**config.mk**
```make
export PLATFORM = sky130hd
export DESIGN_NAME = mole_hit_scorer
export DESIGN_NICKNAME = d
export VERILOG_FILES = /design/src/rtl/mole_hit_scorer.sv
export SDC_FILE = /design/constraint.sdc
export NUM_CORES = 1
export LEC_CHECK = 0
export CORE_UTILIZATION = 45
export CTS_CLUSTER_DIAMETER = 50
export CTS_CLUSTER_SIZE = 24
export DETAILED_ROUTE_END_ITERATION = 8
export PLACE_DENSITY = 0.75
export SYNTH_ARGS = -nofsm -noshare
export SYNTH_HDL_FRONTEND = slang
export SYNTH_SLANG_ARGS = --single-unit
```
**constraint.sdc**
```tcl
create_clock -name clk -period 14.9 [get_ports clk]
set_input_delay 1.49 -clock clk [delete_from_list [all_inputs] [get_ports clk]]
set_output_delay 1.49 -clock clk [all_outputs]
set_load 0.005 [all_outputs]
```
**src/rtl/mole_hit_scorer.sv**
```systemverilog
// Whack-a-mole scoring core: synchronises slide switches, turns toggles into
// hits/misses against the lit mole pattern, and keeps a saturating score.
module mole_hit_scorer #(
  parameter int unsigned N_MOLES      = 18,
  parameter int unsigned SCORE_MAX    = 9999,
  parameter int unsigned MISS_PENALTY = 1
) (
  input  logic               clk,
  input  logic               reset,
  input  logic               start,
  input  logic               stop,
  input  logic [1:0]         level,
  input  logic               spawn,
  input  logic [N_MOLES-1:0] mole_mask,
  input  logic [N_MOLES-1:0] switches,
  output logic [N_MOLES-1:0] active_mask,
  output logic [13:0]        score,
  output logic               hit_pulse,
  output logic               miss_pulse,
  output logic               round_clear,
  output logic               playing
);

  localparam int unsigned SCORE_W = 14;
  localparam int unsigned CNT_W   = $clog2(N_MOLES + 1);
  localparam int unsigned SUM_W   = 24;

  typedef enum logic {
    S_IDLE,
    S_PLAY
  } state_t;

  state_t               state_q, state_d;
  logic [N_MOLES-1:0]   sync1_q, sync2_q, prev_q;
  logic [N_MOLES-1:0]   mask_q, mask_d;
  logic [SCORE_W-1:0]   score_q, score_d;
  logic                 hit_q, hit_d;
  logic                 miss_q, miss_d;
  logic                 clr_q, clr_d;
  logic                 playing_q, playing_d;

  logic [N_MOLES-1:0]   toggle;
  logic [N_MOLES-1:0]   hit_vec, miss_vec;
  logic [CNT_W-1:0]     hit_cnt, miss_cnt;
  logic [SUM_W-1:0]     gain_u, loss_u;
  logic signed [SUM_W-1:0] sum_s;
  logic [SCORE_W-1:0]   score_sat;

  function automatic logic [CNT_W-1:0] popcount(input logic [N_MOLES-1:0] v);
    logic [CNT_W-1:0] cnt;
    cnt = '0;
    for (int i = 0; i < int'(N_MOLES); i++) begin
      cnt = cnt + CNT_W'(v[i]);
    end
    return cnt;
  endfunction

  // Hit/miss classification and saturating score arithmetic for one update
  always_comb begin
    toggle    = sync2_q ^ prev_q;
    hit_vec   = toggle & mask_q;
    miss_vec  = toggle & ~mask_q;
    hit_cnt   = popcount(hit_vec);
    miss_cnt  = popcount(miss_vec);
    gain_u    = SUM_W'(hit_cnt) * (SUM_W'(level) + SUM_W'(1));
    loss_u    = SUM_W'(miss_cnt) * SUM_W'(MISS_PENALTY);
    sum_s     = $signed(SUM_W'(score_q)) + $signed(gain_u) - $signed(loss_u);
    score_sat = SCORE_W'(sum_s);
    if (sum_s[SUM_W-1]) begin
      score_sat = '0;
    end else if (sum_s > $signed(SUM_W'(SCORE_MAX))) begin
      score_sat = SCORE_W'(SCORE_MAX);
    end
  end

  // Game FSM: next state, mask, score and pulses
  always_comb begin
    state_d = state_q;
    mask_d  = mask_q;
    score_d = score_q;
    hit_d   = 1'b0;
    miss_d  = 1'b0;
    clr_d   = 1'b0;
    case (state_q)
      S_IDLE: begin
        mask_d = '0;
        if (start && !stop) begin
          state_d = S_PLAY;
          score_d = '0;
        end
      end
      S_PLAY: begin
        if (stop) begin
          state_d = S_IDLE;
          mask_d  = '0;
        end else if (spawn) begin
          mask_d = mole_mask;
        end else begin
          mask_d  = mask_q & ~hit_vec;
          score_d = score_sat;
          hit_d   = |hit_vec;
          miss_d  = |miss_vec;
          clr_d   = (mask_q != '0) && ((mask_q & ~hit_vec) == '0);
        end
      end
      default: state_d = S_IDLE;
    endcase
    playing_d = (state_d == S_PLAY);
  end

  always_ff @(posedge clk) begin
    if (reset) begin
      state_q   <= S_IDLE;
      sync1_q   <= '0;
      sync2_q   <= '0;
      prev_q    <= '0;
      mask_q    <= '0;
      score_q   <= '0;
      hit_q     <= 1'b0;
      miss_q    <= 1'b0;
      clr_q     <= 1'b0;
      playing_q <= 1'b0;
    end else begin
      state_q   <= state_d;
      sync1_q   <= switches;
      sync2_q   <= sync1_q;
      prev_q    <= sync2_q;
      mask_q    <= mask_d;
      score_q   <= score_d;
      hit_q     <= hit_d;
      miss_q    <= miss_d;
      clr_q     <= clr_d;
      playing_q <= playing_d;
    end
  end

  assign active_mask = mask_q;
  assign score       = score_q;
  assign hit_pulse   = hit_q;
  assign miss_pulse  = miss_q;
  assign round_clear = clr_q;
  assign playing     = playing_q;

endmodule

```
=== Word-level counts from Yosys, hierarchy flattened ===
Cells that the tools add are included.

* Bits in registers: 90
* Input port bits: 43
* Output and inout bits: 36
* Logic and storage cells: 79

* Add/subtract/negate cells: 37
* $mul: 1
* Order comparisons: 1
* Equal/unequal tests: 3
* Multiplexer cells: 12
* Bitwise gates (word level): 7
* Reductions and logical operators: 9

{| class="wikitable"
|+ Operators with widths
! cell !! number
|-
| $add A5 B1 Y5 || 26
|-
| $mux W14 || 5
|-
| $and A18 B18 Y18 || 3
|-
| $mux W18 || 2
|-
| $not A18 Y18 || 2
|-
| $pmux W18 S2 || 1
|-
| $reduce_or A18 Y1 || 2
|-
| $pmux W14 S2 || 1
|-
| $logic_not A18 Y1 || 1
|-
| $reduce_bool A18 Y1 || 1
|-
| $xor A18 B18 Y18 || 1
|-
| $gt A16 B15 Y1 const B || 1
|-
| $sub A15 B5 Y16 || 1
|-
| $add A14 B8 Y15 || 1
|-
| $add A4 B1 Y5 || 2
|-
| $add A3 B1 Y4 || 2
|-
| $mul A5 B3 Y8 || 1
|-
| $add A2 B1 Y3 || 2
|-
| $ne A2 B2 Y1 const B || 3
|-
| $add A1 B1 Y2 || 2
|-
| $reduce_or A4 Y1 || 1
|-
| $add A2 B1 Y3 const B || 1
|-
| $reduce_and A3 Y1 || 1
|-
| $logic_and A1 B1 Y1 || 2
|-
| 4 further kinds || 5
|}

=== Depth between registers and ports, before layout ===
Gate-level depths: netlist of the first run.

* Depth after elaboration: 28
* Depth in mapped cells: 41

=== Least setup slack after synthesis of the first run ===
OpenSTA, ideal clock, no wires.

* Kind: flip-flop to flip-flop
* From: register prev_q[1]
* To: register score_q[7], in the netlist score[7]
* Library setup time: 0.117 ns
* Arrival: 9.490 ns
* Data required time: 14.783 ns
* Slack: 5.293 ns
* Cell stages (with the launch flop): 37
* Path buffers: 1
* Cell sequence: dfxtp_1 > xnor2_1 > nor2b_1 > fa_1 > inv_1 > fa_1 > fa_1 > fa_1 > fa_1 > inv_1 > ha_1 > inv_1 > fa_1 > xnor2_1 > and2_1 > clkbuf_1 > inv_2 > xnor2_1 > ha_1 > a21oi_1 > fa_1 > inv_1 > fa_1 > inv_1 > fa_1 > inv_1 > fa_1 > fa_1 > fa_1 > a21oi_2 > a2bb2oi_2 > and2_4 > o21ai_2 > xnor2_1 > o311ai_4 > a21oi_4 > a32o_1

* Cells in the longest elaborated chain, start to end: 28
* Elaborated cells between the ends (all ways): 46

{| class="wikitable"
|+ Ends and longest elaborated chain
! element !! line !! RTL
|-
| from (decl) || 34 || <nowiki>logic [N_MOLES-1:0] sync1_q, sync2_q, prev_q;</nowiki>
|-
| from (signal assigned) || 127 || <nowiki>prev_q <= sync2_q;</nowiki>
|-
| $xor A18 B18 Y18 * || 60 || <nowiki>toggle = sync2_q ^ prev_q;</nowiki>
|-
| $and A18 B18 Y18 || 61 || <nowiki>hit_vec = toggle & mask_q;</nowiki>
|-
| $add A1 B1 Y2 || 53 || <nowiki>cnt = cnt + CNT_W'(v[i]);</nowiki>
|-
| $add A2 B1 Y3 || 53 ||
|-
| $add A3 B1 Y4 || 53 ||
|-
| $add A4 B1 Y5 || 53 ||
|-
| $add A5 B1 Y5 (13 in a row) || 53 ||
|-
| $mul A5 B3 Y8 || 65 || <nowiki>gain_u = SUM_W'(hit_cnt) * (SUM_W'(level) + SUM_W'(1));</nowiki>
|-
| $add A14 B8 Y15 || 67 || <nowiki>sum_s = $signed(SUM_W'(score_q)) + $signed(gain_u) - $signed(loss_u);</nowiki>
|-
| $sub A15 B5 Y16 * || 67 ||
|-
| $gt A16 B15 Y1 || 71 || <nowiki>end else if (sum_s > $signed(SUM_W'(SCORE_MAX))) begin</nowiki>
|-
| $mux W14 || 71 ||
|-
| $mux W14 * || 69 || <nowiki>if (sum_s[SUM_W-1]) begin</nowiki>
|-
| $mux W14 * || 96 || <nowiki>end else if (spawn) begin</nowiki>
|-
| $mux W14 * || 93 || <nowiki>if (stop) begin</nowiki>
|-
| $pmux W14 S2 * || 84 || <nowiki>case (state_q)</nowiki>
|-
| to (signal assigned) || 129 || <nowiki>score_q <= score_d;</nowiki>
|-
| to (decl) || 36 || <nowiki>logic [SCORE_W-1:0] score_q, score_d;</nowiki>
|}

Every way passes the cells marked *; elsewhere a longest branch is shown, timed or not. The select of a mux whose other input is x is not followed.
A chain may end at the register's enable or synchronous reset.

=== Worst setup path after layout of the first run ===
* From: register prev_q[3]
* To: register score_q[12], in the netlist score[12]

* Cells in the longest elaborated chain, start to end: 26
* Elaborated cells between the ends (all ways): 42

{| class="wikitable"
|+ Ends and longest elaborated chain
! element !! line
|-
| $xor A18 B18 Y18 * || 60
|-
| $and A18 B18 Y18 || 61
|-
| $add A3 B1 Y4 || 53
|-
| $add A4 B1 Y5 || 53
|-
| $add A5 B1 Y5 (13 in a row) || 53
|-
| $mul A5 B3 Y8 || 65
|-
| $add A14 B8 Y15 || 67
|-
| $sub A15 B5 Y16 * || 67
|-
| $gt A16 B15 Y1 || 71
|-
| $mux W14 || 71
|-
| $mux W14 * || 69
|-
| $mux W14 * || 96
|-
| $mux W14 * || 93
|-
| $pmux W14 S2 * || 84
|}

Marked as above.

==> out/qor.yml, run 1 <==
synthMuxAreaShare_pct: 0.333
clkPwrFrac_pct: 26.2
via_per_inst: 5.05
slowest_stage: "a2111oi_0"
cts_setup_buffers: 0
worst_slack_ns: 4.65
synth_top_area_share_pct: 30.0
hold_end: "sync2_q[14]"
setup_tns_ns: 0
ys_warn_count: 0
combPwrFrac_pct: 45.0
cts_tree: "yes"
powerDensity_nw_per_um2: 121
drv_cap: 0
cp_num_buf_inv: 7
clk_latency_ns: 0.35
cp_max_fo: 8
finalMaxSlewViolations: 0
hold_buffers: 0
final_layout_size_suffix_gt1_share_pct: 7.15
ys_seq_area_share_pct: 30.0
dp_hpwl_mm: 11.5
ir_drop_mv: 0.0701
yosysTopAreaCell: "dfxtp_1"
leakage_nw: 3.04
r2r_cells: 35
gr-total-overflow: 0
initial_core_util_pct: 46.9
worst_pin_slew_ns: 0.702
grt_max_degree: 68
nNetsFinal: 865
ys_seq_elements: 90
core_area_um2: 12800
intPower_mw: 0.537
hold_depth: 1
port_buffers: 78
synth_top_family_by_area: "adder cells"
area_growth_pct: 20.3
die_h_um: 118
synthDistinctLibCells: 62
vias: 4614
grt_pass1_vias: 4713
grt.total_usage_pct: 21.1
drt_iter0_markers: 298
synth_area_leaders: "dfxtp_1 30%, fa_1 14%, ha_1 9.2%"
post_cts_resized: 0
clock_sinks: 90
htreeDepth: 3
min-delay-start: "sync1_q[14]"
place_congestion: 0.940
start_kind: "flip-flop"
dpl_worst_slack_ns: 4.61
avgRoutedWirePerCell_um: 15.4
critPathMaxStageDelay_ns: 0.59
pin_count: 79
power_frac_seq_pct: 28.8
first_pass_iters: 5
post-route-drc-count: 0
ys.flop_type: "dfxtp_1"
reg2reg_slack_ns: 4.65
async_reset_ff_share_pct: 0
antenna_found_initial: 0
fmax_mhz: 97.5
cpLargestDelayFamily: "adder cells"
synth_area_um2: 6010
worstSetupPathType: "reg -> reg"
reg2reg_from: "prev_q[3]"
switching_power_mw: 0.340
grt_pass1_wl_mm: 23.4
antenna_left: 0
synth_edf_count: 0
die_w_um: 118
yosys.area_share.simple_pct: 21.3
synthesis.area_per_instance_um2: 9.06
antenna_cells: 0
clockBufferDepth: 2
cts-buffers-inserted: 9
slew_headroom_pct: 53.2
p_sw_share_pct: 38.8
yosysMostFrequentCell: "dfxtp_1"
status: "finished clean"
path_clk_slew_ns: 0.07
synth-xor-area-share_pct: 6.12
critPathMostFrequentCell: "fa_1"
fin_skew_ns: 0.0108
nFillCells: 1204
synthAdderAreaFrac_pct: 23.3
period_needed_ns: 10.25
rsz0062_at_grt: "no"
num_rows: 41
period_share_pct: 68.8
hold_class: "reg -> reg"
die-area_um2: 13800
syn-instance-count: 664
finalSetupViolations: 0
worstReg2RegEnd: "score[12]"
clock-root-buffer: "clkbuf_16"
drt-total-wl_mm: 14.1
arrival_ns: 10.52
cp.required_ns: 15.16
synth_nets: 793
hold_violations: 0
crit_path_end_kind: "flip-flop"
yosys-top-cells-count: "90 x dfxtp_1, 84 x inv_1, 62 x nor2b_1"
synth-compound-area-share_pct: 12.1
==> placed cells by master, fill, tap and decap left out, types with 8 or more instances in the layout <==
| cell | instances |
|---|---|
| ha_1 | 44 |
| clkbuf_16 | 9 |
| nand4_1 | 8 |
| or2_2 | 9 |
| and2_1 | 13 |
| dfxtp_1 | 90 |
| xor2_1 | 23 |
| a21oi_1 | 37 |
| nor2b_1 | 62 |
| nand2b_1 | 16 |
| clkdlybuf4s50_1 | 77 |
| fa_1 | 42 |
| nor2_1 | 53 |
| xnor2_1 | 19 |
| inv_1 | 84 |
| nand2_1 | 50 |
==> registers in the layout, summed over array words and instances (netlist names) <==
| register | flops |
|---|---|
| miss_pulse | 1 |
| round_clear | 1 |
| active_mask | 18 |
| sync2_q | 18 |
| hit_pulse | 1 |
| score | 14 |
| prev_q | 18 |
| sync1_q | 18 |
| playing | 1 |
==> metal layers <==
layer / routed length (µm) / global-route usage (%)
met1: 6380 / 28.4
met2: 6790 / 35.0
met3: 723 / 3.54
met4: 171 / 5.29
met5: 0 / 0
==> worst max path at each step <==
stage | cells past startpoint | slack [ns] | endpoint | from
global placement | 32 | 4.85 | score[7] | prev_q[1]
floorplan | 36 | 5.29 | score[7] | prev_q[1]
global route | 35 | 3.92 | score[12] | sync2_q[1]
detailed placement | 35 | 4.61 | score[12] | prev_q[1]
finish | 35 | 4.65 | score[12] | prev_q[3]
CTS | 36 | 4.59 | score[10] | prev_q[3]
==> power by group through the flow <==
stage	clock network [mW]	logic, mW	registers, mW
2_1_floorplan	0	0.315	0.257
3_3_place_gp	0	0.388	0.258
3_5_place_dp	0	0.394	0.258
4_1_cts	0.234	0.398	0.252
5_1_grt	0.244	0.445	0.253
6_report	0.230	0.395	0.252
==> cell type report <==
type | instances | area, µm² | area share (%)
well taps | 172 | 215 | 2.97
flip-flops and latches | 90 | 1800 | 24.9
multi-input cells | 469 | 3800 | 52.5
repair buffers | 80 | 791 | 10.9
clock buffers | 9 | 225 | 3.11
clock inverters | 7 | 83.8 | 1.16
inverters | 86 | 323 | 4.46
==> worst register-to-register path: cells and delay by family (launching register included) <==
family,cells,cell delay (ns)
fa+ha+maj,14,5.95
compound gates,7,1.64
simple gates,4,0.95
xor+xnor,3,0.81
buf+inv,7,0.53
flops,1,0.31
==> per-stage QoR <==
stage | instances | hold slack [ns] | power (mW) | instance area, µm² | util, %
finish | 913 | 0.435 | 0.877 | 7240 | 56.4
global route | 913 | 0.450 | 0.942 | 7240 | 56.4
CTS | 913 | 0.437 | 0.884 | 7240 | 56.4
detailed placement | 897 | 0.421 | 0.652 | 6930 | 54.0
global placement | 897 | 0.418 | 0.645 | 6930 | 54.0
floorplan | 664 | 0.414 | 0.572 | 6010 | -
==> cell families (layout without fill, tap and decap cells) <==
logic type,count (synthesis),count (layout)
simple gates,244,244
buf+inv,105,182
compound gates,94,94
flops,90,90
fa+ha+maj,87,87
xor+xnor,42,42
mux,2,2
Note: power is estimated with default switching activity, not from simulation.
==> run 2, diff against run 1 <==
PLACE_DENSITY = 0.78   (was 0.75)
clock period = 9.03 ns   (was 14.9 ns; I/O delays follow)
==> run 2 against run 1 <==
The flow now finishes with violations (negative setup slack). Critical path depth decreased by 2. Wire length increased by 11%. Register-to-register slack got worse by 5.2 ns. Clock-buffer cell count stayed put. Final cell count is 8.9% higher. Clock skew increased by 0.0016 ns. Critical path type unchanged.
==> out/qor.yml, run 2 (same netlist as run 1, synthesis figures left out) <==
hold_class: "reg -> reg"  # unchanged
leakage_nw: 3.53  # was 3.04 nW
drt_iter0_markers: 267  # was 298
via_per_inst: 5.03  # was 5.05
dpl_worst_slack_ns: -0.727  # was 4.61 ns
port_buffers: 78  # unchanged
dp.cells: 958  # was 897
cts-buffers-inserted: 9  # unchanged
post-route-drc-count: 0  # unchanged
post_dp_cell_area_um2: 7470  # was 6930 µm²
hold_end: "sync2_q[12]"  # was sync2_q[14]
reg2reg_from: "prev_q[13]"  # was prev_q[3]
avgRoutedWirePerCell_um: 15.7  # was 15.4 µm
area_growth_pct: 35.0  # was 20.3%
violations: "negative setup slack"
clockBufferDepth: 2  # unchanged
nNetsFinal: 946  # was 865
intPower_mw: 1.12  # was 0.537 mW
switching_power_mw: 0.681  # was 0.340 mW
final_cells: 994  # was 913
worst_slack_ns: -0.526  # was 4.65 ns
grt.total_usage_pct: 22.7  # was 21.1%
antenna_found_initial: 0  # unchanged
cp-startpoint: "prev_q[13]"  # was prev_q[3]
antenna_cells: 0  # unchanged
place_congestion: 0.929  # was 0.940
clock_sinks: 90  # unchanged
period_share_pct: 106  # was 68.8%
slew_headroom_pct: 48.4  # was 53.2%
cp.required_ns: 9.26  # was 15.16 ns
post-route-cell-area_um2: 8120  # was 7240 µm²
first_pass_iters: 8  # was 5
worst_pin_slew_ns: 0.772  # was 0.702 ns
crit_path_end_kind: "flip-flop"  # unchanged
fmax_mhz: 105  # was 97.5 MHz
hold_depth: 1  # unchanged
die-area_um2: 13800  # unchanged
worstReg2RegEnd: "score[7]"  # was score[12]
start_kind: "flip-flop"  # unchanged
grt_max_degree: 68  # unchanged
period_needed_ns: 9.56  # was 10.25 ns
status: "finished, violations left"  # was finished clean
critPathMaxStageDelay_ns: 0.56  # was 0.59 ns
cp_max_fo: 8  # unchanged
hold_violations: 0  # unchanged
grt_pass1_vias: 5045  # was 4713
die_h_um: 118  # unchanged
min-delay-start: "sync1_q[12]"  # was sync1_q[14]
gr-total-overflow: 0  # unchanged
powerDensity_nw_per_um2: 222  # was 121 nW/µm²
worstSetupPathType: "reg -> reg"  # unchanged
initial_core_util_pct: 46.9  # unchanged
final_common_cell: "dfxtp_1"  # unchanged
dp_hpwl_mm: 12.3  # was 11.5 mm
rsz0062_at_grt: "yes"  # was no
num_rows: 41  # unchanged
vias: 4997  # was 4614
pin_count: 79  # unchanged
path_clk_slew_ns: 0.08  # was 0.07 ns
combPwrFrac_pct: 55.8  # was 45.0%
power_frac_seq_pct: 23.1  # was 28.8%
slowest_stage: "fa_1"  # was a2111oi_0
ir_drop_mv: 0.130  # was 0.0701 mV
p_sw_share_pct: 37.7  # was 38.8%
reg2reg_slack_ns: -0.53  # was 4.65 ns
clock-root-buffer: "clkbuf_16"  # unchanged
fin_skew_ns: 0.0124  # was 0.0108 ns
r2r_cells: 33  # was 35
nFillCells: 1060  # was 1204
drt-total-wl_mm: 15.6  # was 14.1 mm
finalSetupViolations: 14  # was 0
finalMaxSlewViolations: 0  # unchanged
drv_cap: 0  # unchanged
timing.hold.ws_ns: 0.438  # was 0.435 ns
clk_latency_ns: 0.34  # was 0.35 ns
die_w_um: 118  # unchanged
antenna_left: 0  # unchanged
core_area_um2: 12800  # unchanged
cts_tree: "yes"  # unchanged
setup_tns_ns: -6.65  # was 0 ns
critPathMostFrequentCell: "fa_1"  # unchanged
final_layout_size_suffix_gt1_share_pct: 21.8  # was 7.15%
final_cell_mix: "86 x dfxtp_1, 79 x inv_1, 79 x buf_4"  # was 90 x dfxtp_1, 84 x inv_1, 77 x clkdlybuf4s50_1
htreeDepth: 3  # unchanged
clkPwrFrac_pct: 21.1  # was 26.2%
grt_pass1_wl_mm: 25.1  # was 23.4 mm
arrival_ns: 9.79  # was 10.52 ns
==> run 2: cell count changes in the layout (fill, tap and decap cells not counted), sizes merged <==
cell / delta
buf: +81
clkinv: -2
inv: +2
==> run 2: worst max-delay path: cells and delay by family, from the launching register on <==
| family | cells | cell delay (ns) |
|---|---|---|
| AO/OA/AOI/OAI | 6 | 1.28 |
| XOR/XNOR | 3 | 0.46 |
| adder cells (fa/ha/maj) | 15 | 6.52 |
| buffers and inverters | 6 | 0.36 |
| flip-flops | 1 | 0.33 |
| AND/OR/NAND/NOR | 3 | 0.47 |
==> run 2: power by group through the flow <==
| stage | clock, mW | sequential [mW] | combinational (mW) |
|---|---|---|---|
| global placement | 0 | 0.425 | 0.791 |
| CTS | 0.387 | 0.417 | 0.944 |
| floorplan | 0 | 0.424 | 0.558 |
| global route | 0.404 | 0.418 | 1.09 |
| detailed placement | 0 | 0.426 | 0.809 |
| finish | 0.381 | 0.417 | 1.01 |
==> run 2: through the flow <==
| step | utilization [%] | power (mW) |
|---|---|---|
| after floorplan | - | 0.981 |
| after global placement | 58.2 | 1.22 |
| after detailed placement | 58.2 | 1.24 |
| after CTS | 62.4 | 1.75 |
| after global routing | 63.3 | 1.91 |
| final | 63.3 | 1.80 |
==> run 2: what timing repair did <==
item                                    CTS  global route
buffers inserted                         14             7
gates resized for setup                  27            16
endpoints found under the setup margin   14            14
pin swaps                                27            20
gates cloned                              0             0
hold buffers                              0             0
==> run 2: worst max-delay path by stage <==
| stage | slack [ns] | end |
|---|---|---|
| 2_1_floorplan | -0.22 | score[4] |
| 3_3_place_gp | -0.51 | score[4] |
| 3_5_place_dp | -0.73 | score[5] |
| 4_1_cts | -0.62 | score[7] |
| 5_1_grt | -0.82 | score[12] |
| 6_report | -0.53 | score[7] |
==> run 2: area by class of cell <==
class                      instances  area (µm²)  share of cell area (%)
clock buffer                       9         225                    2.77
clock inverter                     7        76.3                   0.940
inverter                          86         323                    3.97
multi-input combinational        469        4060                    50.0
sequential                        90        1810                    22.2
tap                              172         215                    2.65
timing repair buffer             161        1420                    17.5
==> run 2: per-layer routing <==
layer / global-route usage [%] / part of all wire (%) / vias to the layer above
li1: - / - / 2442
met1: 30.1 / 45 / 2397
met2: 39.2 / 50 / 142
met3: 2.66 / 4.3 / 16
met4: 5.93 / 1.2 / 0
met5: 0 / 0 / -
==> run 3, diff against run 2 <==
CAP_MARGIN = 20   (was not set)
==> results of run 3 <==
Same layout as run 2: the final DEF is identical, and so are final timing and power.
